`src/rtl/mac_accum_pipe.sv`:
```
// Pipelined multiply-accumulate engine: S1 operand regs, S2 product, S3 add/accumulate, output reg.
// Per-beat single A*B+C or frame accumulation C+sum(A*B), with saturation and valid/ready flow control.
module mac_accum_pipe #(
    parameter int A_W    = 8,
    parameter int B_W    = 8,
    parameter int C_W    = 8,
    parameter int ACC_W  = 24,
    parameter int CNT_W  = 8,
    parameter int SIGNED = 1,
    parameter int SAT    = 1
) (
    input  logic             clk,
    input  logic             rst_n,
    input  logic             clr,
    input  logic             in_valid,
    output logic             in_ready,
    input  logic [A_W-1:0]   in_a,
    input  logic [B_W-1:0]   in_b,
    input  logic [C_W-1:0]   in_c,
    input  logic             in_acc,
    input  logic             in_last,
    output logic             out_valid,
    input  logic             out_ready,
    output logic [ACC_W-1:0] out_p,
    output logic             out_ovf,
    output logic [CNT_W-1:0] out_cnt
);
    localparam int PW     = A_W + B_W;
    localparam int STAGES = 3;

    typedef struct packed {
        logic [A_W-1:0] a;
        logic [B_W-1:0] b;
        logic [C_W-1:0] c;
        logic           acc;
        logic           last;
    } beat_t;

    typedef struct packed {
        logic [PW-1:0]  prod;
        logic [C_W-1:0] c;
        logic           acc;
        logic           last;
    } prod_t;

    typedef struct packed {
        logic [ACC_W-1:0] p;
        logic             ovf;
        logic [CNT_W-1:0] cnt;
    } res_t;

    beat_t             s1;
    prod_t             s2;
    res_t              s3, outr, res;
    logic [STAGES:0]   vld_pipe;
    logic [ACC_W-1:0]  acc;
    logic              frame_open, acc_ovf;
    logic [CNT_W-1:0]  acc_cnt;
    logic              stall, cont, emit, add_ovf;
    logic [PW-1:0]     prod;
    logic [ACC_W-1:0]  prod_ext, c_ext, base, sum;

    // Any output sitting unaccepted freezes the whole pipe, accumulator included.
    assign stall     = vld_pipe[STAGES] && !out_ready;
    assign in_ready  = !stall && !clr;
    assign out_valid = vld_pipe[STAGES];
    assign out_p     = outr.p;
    assign out_ovf   = outr.ovf;
    assign out_cnt   = outr.cnt;

    // Returns {overflow, result}; the result is clamped when SAT is set.
    function automatic logic [ACC_W:0] add_clamp(input logic [ACC_W-1:0] x, input logic [ACC_W-1:0] y);
        logic [ACC_W:0]   s;
        logic             o;
        logic [ACC_W-1:0] r;
        if (SIGNED != 0) begin
            s = {x[ACC_W-1], x} + {y[ACC_W-1], y};
            o = s[ACC_W] ^ s[ACC_W-1];
        end else begin
            s = {1'b0, x} + {1'b0, y};
            o = s[ACC_W];
        end
        r = s[ACC_W-1:0];
        if (SAT != 0 && o) begin
            if (SIGNED != 0)
                r = s[ACC_W] ? {1'b1, {(ACC_W-1){1'b0}}} : {1'b0, {(ACC_W-1){1'b1}}};
            else
                r = '1;
        end
        return {o, r};
    endfunction

    always_comb begin
        if (SIGNED != 0) begin
            prod     = PW'($signed(s1.a)) * PW'($signed(s1.b));
            prod_ext = ACC_W'($signed(s2.prod));
            c_ext    = ACC_W'($signed(s2.c));
        end else begin
            prod     = PW'(s1.a) * PW'(s1.b);
            prod_ext = ACC_W'(s2.prod);
            c_ext    = ACC_W'(s2.c);
        end
    end

    // C only seeds a frame; once open the running sum replaces it.
    always_comb begin
        cont             = s2.acc && frame_open;
        base             = cont ? acc : c_ext;
        {add_ovf, sum}   = add_clamp(base, prod_ext);
        res.p            = sum;
        res.ovf          = add_ovf | (cont & acc_ovf);
        res.cnt          = !cont ? CNT_W'(1) : ((&acc_cnt) ? acc_cnt : acc_cnt + CNT_W'(1));
        emit             = !s2.acc || s2.last;
    end

    always_ff @(posedge clk or negedge rst_n) begin
        if (!rst_n) begin
            vld_pipe   <= '0;
            s1         <= '0;
            s2         <= '0;
            s3         <= '0;
            outr       <= '0;
            acc        <= '0;
            frame_open <= 1'b0;
            acc_ovf    <= 1'b0;
            acc_cnt    <= '0;
        end else if (clr) begin
            vld_pipe   <= '0;
            acc        <= '0;
            frame_open <= 1'b0;
            acc_ovf    <= 1'b0;
            acc_cnt    <= '0;
            outr.ovf   <= 1'b0;
            outr.cnt   <= '0;
        end else if (!stall) begin
            vld_pipe[0] <= in_valid;
            if (in_valid)
                s1 <= '{a: in_a, b: in_b, c: in_c, acc: in_acc, last: in_last};

            vld_pipe[1] <= vld_pipe[0];
            if (vld_pipe[0])
                s2 <= '{prod: prod, c: s1.c, acc: s1.acc, last: s1.last};

            vld_pipe[2] <= vld_pipe[1] && emit;
            if (vld_pipe[1]) begin
                if (emit)
                    s3 <= res;
                if (s2.acc) begin
                    if (s2.last) begin
                        acc        <= '0;
                        frame_open <= 1'b0;
                        acc_ovf    <= 1'b0;
                        acc_cnt    <= '0;
                    end else begin
                        acc        <= sum;
                        frame_open <= 1'b1;
                        acc_ovf    <= res.ovf;
                        acc_cnt    <= res.cnt;
                    end
                end
            end

            vld_pipe[3] <= vld_pipe[2];
            if (vld_pipe[2])
                outr <= s3;
        end
    end
endmodule
```
`config.mk`:
```
export PLATFORM = sky130hd
export DESIGN_NAME = mac_accum_pipe
export DESIGN_NICKNAME = d
export VERILOG_FILES = /design/src/rtl/mac_accum_pipe.sv
export SDC_FILE = /design/constraint.sdc
export NUM_CORES = 1
export LEC_CHECK = 0
export ABC_AREA = 0
export CORE_MARGIN = 2
export CORE_UTILIZATION = 45
export DETAILED_ROUTE_END_ITERATION = 7
export DONT_BUFFER_PORTS = 1
export PLACE_DENSITY = 0.72
export SYNTH_ARGS = -nofsm -noshare
export SYNTH_HDL_FRONTEND = slang
export SYNTH_SLANG_ARGS = --single-unit
```
`constraint.sdc`:
```
create_clock -name clk -period 4.6 [get_ports clk]
set_input_delay 1.15 -clock clk [delete_from_list [all_inputs] [get_ports clk]]
set_output_delay 1.15 -clock clk [all_outputs]
set_load 0.02 [all_outputs]
```
==> flow_metrics.env <==
export IMPL_run_status="finished clean"
export IMPL_grt_first_pass_wirelength_um=36500
export IMPL_yosysMostFrequentCell="dfrtp_1"
export IMPL_place_area_um2=10500
export IMPL_routed_wl_um=21400
export IMPL_arrival_ns=4.68
export IMPL_fin_cells=1284
export IMPL_syn_inst=989
export IMPL_cp_end_kind="register"
export IMPL_dieArea_um2=23700
export IMPL_cts_sinks=156
export IMPL_die_w_um=154
export IMPL_slew_violations=0
export IMPL_initial_core_util_pct=46.0
export IMPL_setup_viol=0
export IMPL_io_pins=66
export IMPL_cellPowerDensity_nw_per_um2=811
export IMPL_synthArstFlopShare_pct=100
export IMPL_wire_per_inst_um=16.7
export IMPL_drt_initial_drc_count=395
export IMPL_nFillCells=1947
export IMPL_worst_slack_ns=0.234
export IMPL_worstMarginPinSlew_ns=0.750
export IMPL_nets=1132
export IMPL_clk_latency_ns=0.44
export IMPL_vias_per_cell=5.51
export IMPL_vias=7070
export IMPL_fin_crit_sh_pct=94.9
export IMPL_fin_crit_ns=4.37
export IMPL_synth_edff_count=0
export IMPL_syn_area_um2=10100
export IMPL_critPathKind="register to register"
export IMPL_area_delta_synth_final_pct=10.9
export IMPL_grt_pass1_vias=7284
export IMPL_slew_headroom_pct=50.0
export IMPL_cts_tree="yes"
export IMPL_met1_length_um=9760
export IMPL_crit_required_ns=4.92
export IMPL_power_w=0.00908
export IMPL_critPathMaxFanout=5
export IMPL_dp_slack_ns=0.0631
export IMPL_highest_layer="met4"
export IMPL_wl_met3_um=636
export IMPL_drc=0
export IMPL_yosysTopAreaCellShare_pct=38.6
export IMPL_ys_warn_count=0
export IMPL_finalInstanceArea_um2=11200
export IMPL_hold_path_class="primary input to asynchronous set/reset pin"
export IMPL_cts_hold_buf=0
export IMPL_fin_skew_ns=0.0100
export IMPL_rrSetupSlack_ns=0.23
export IMPL_r2r_start="s1[17]"
export IMPL_ys_types=59
export IMPL_synth_seq_cells=156
export IMPL_die_h_um=154
export IMPL_rows=54
export IMPL_yosysSeqAreaShare_pct=38.6
export IMPL_drive_above_1_share_pct=15.9
export IMPL_antennaDiodeCount=0
export IMPL_timing_fmax_ghz=0.229
export IMPL_h_tree_depth=4
export IMPL_synth_flop_cell="dfrtp_1"
export IMPL_antenna_found_initial=0
export IMPL_place_port_buffers=0
export IMPL_coreArea_um2=22000
export IMPL_dp_hpwl_um=15700
export IMPL_grt_overflow=0
export IMPL_dpl_cell_count=1249
export IMPL_ctsRootBufferMaster="clkbuf_16"
export IMPL_cts_made_buffers=17
export IMPL_cts_buffer_depth=2
export IMPL_synthTopCellsByCount="dfrtp_1, nand2_1, inv_1"
export IMPL_startpoint="s1[17]"
export IMPL_ant_nets=0
export IMPL_hold_viol_final=0
export IMPL_synth_nets=1130
export IMPL_routabilityCongestion=0.836
export IMPL_dr_pass1_iters=6
export IMPL_synth_area_leader_cell="dfrtp_1"
export IMPL_grt_max_degree=157
export IMPL_grt_util_all_layers_pct=18.9
export IMPL_leakage_nw=5.33
export IMPL_ys_top_cells_by_area="dfrtp_1, fa_1, mux2_2, ha_1, nand2_1"
export IMPL_wl_met2_um=10600
export IMPL_fin_hold_ws_ns=0.415
export IMPL_clk_pin_slew_ns=0.07
export IMPL_cp_start_kind="register"
export IMPL_vdd_drop_max_v=0.000372
export IMPL_syn_area_per_cell_um2=10.2
export IMPL_maxCapViolations=0
[path summary, 6_finish.rpt]
check                                to  cells past startpoint
max                        prod_ext[15]                     17
min                          acc_cnt[0]                      0
max reg2reg                prod_ext[15]                     17
min reg2reg                       s3[6]                      2
max in group asynchronous        s1[20]                      0
min in group clk                  s3[6]                      2
[critical path: stages (launching register included)]
cell and delay [ns]:
dfrtp_2 0.45, inv_2 0.11, nor2_1 0.08, fa_1 0.54, inv_1 0.06, fa_1 0.51, inv_1 0.06, fa_1 0.53
inv_1 0.05, fa_1 0.52, inv_1 0.04, ha_1 0.29, and3_1 0.18, a21oi_1 0.10, o21ai_1 0.11, o41ai_2 0.39
xnor2_1 0.16, o21ai_1 0.07
[cells in the final DEF, fill, tap and decap left out, types with 8 or more instances in the layout]
cell       Yosys  routed
mux2_2        66      66
a221o_1       17      17
clkbuf_16      0      17
nor2_1        33      33
a21oi_1       59      56
inv_1         91      88
nand2b_1       8       8
fa_1          56      55
ha_1          54      49
o21ai_0       64      62
a22o_1        17      17
dfrtp_1      156     146
nand2_1      106     105
buf_4          1      27
and3_1         8       8
xnor2_1       36      36
dfrtp_2        0      10
a21o_1        28      28
and2_1        53      51
[sequential cells by signal (all words and copies together), names as in the netlist, 4 cells and up]
register,flops
vld_pipe,4
out_cnt,8
acc,24
c_ext,8
s1,26
s3,33
prod_ext,16
acc_cnt,8
out_p,24
[where the power goes]
part           internal, W  switching, W  total [W]
combinational      0.00247       0.00303    0.00550
sequential         0.00173      0.000381    0.00211
clock             0.000830      0.000642    0.00147
[repair_timing]
action,in CTS,in global routing
setup buffers,0,3
resized for setup,0,32
endpoints found under the setup margin,0,11
[per-layer routing]
layer / global-route usage (%) / up-vias
li1: - / 3406
met1: 25.1 / 3514
met2: 31.9 / 121
met3: 3.35 / 29
met4: 5.83 / 0
met5: 0 / -
[cell families (layout without fill, tap and decap cells)]
logic type / after synthesis / after routing / synth area share [%]
AND/OR/NAND/NOR: 238 / 238 / 11.3
AO/OA/AOI/OAI: 233 / 233 / 15.2
flip-flops: 156 / 156 / 38.6
buffers and inverters: 136 / 151 / 5.25
adder cells (fa/ha/maj): 111 / 111 / 17.9
multiplexers: 73 / 73 / 8.05
XOR/XNOR: 42 / 42 / 3.64
[layout make-up]
type	count	area (µm²)	area share, %
clock buffer	17	425	3.80
clock inverter	15	200	1.79
inverter	91	342	3.05
multi-input combinational	697	5750	51.3
sequential	156	3920	35.0
tap	280	350	3.13
timing repair buffer	28	214	1.91
[through the flow]
step | TNS (ns) | util (%)
floorplan | 0 | -
global placement | 0 | 47.6
detailed placement | 0 | 47.6
CTS | 0 | 50.5
global route | -0.0665 | 51.0
finish | 0 | 51.0
No activity file was read; power rests on OpenSTA's default activity.
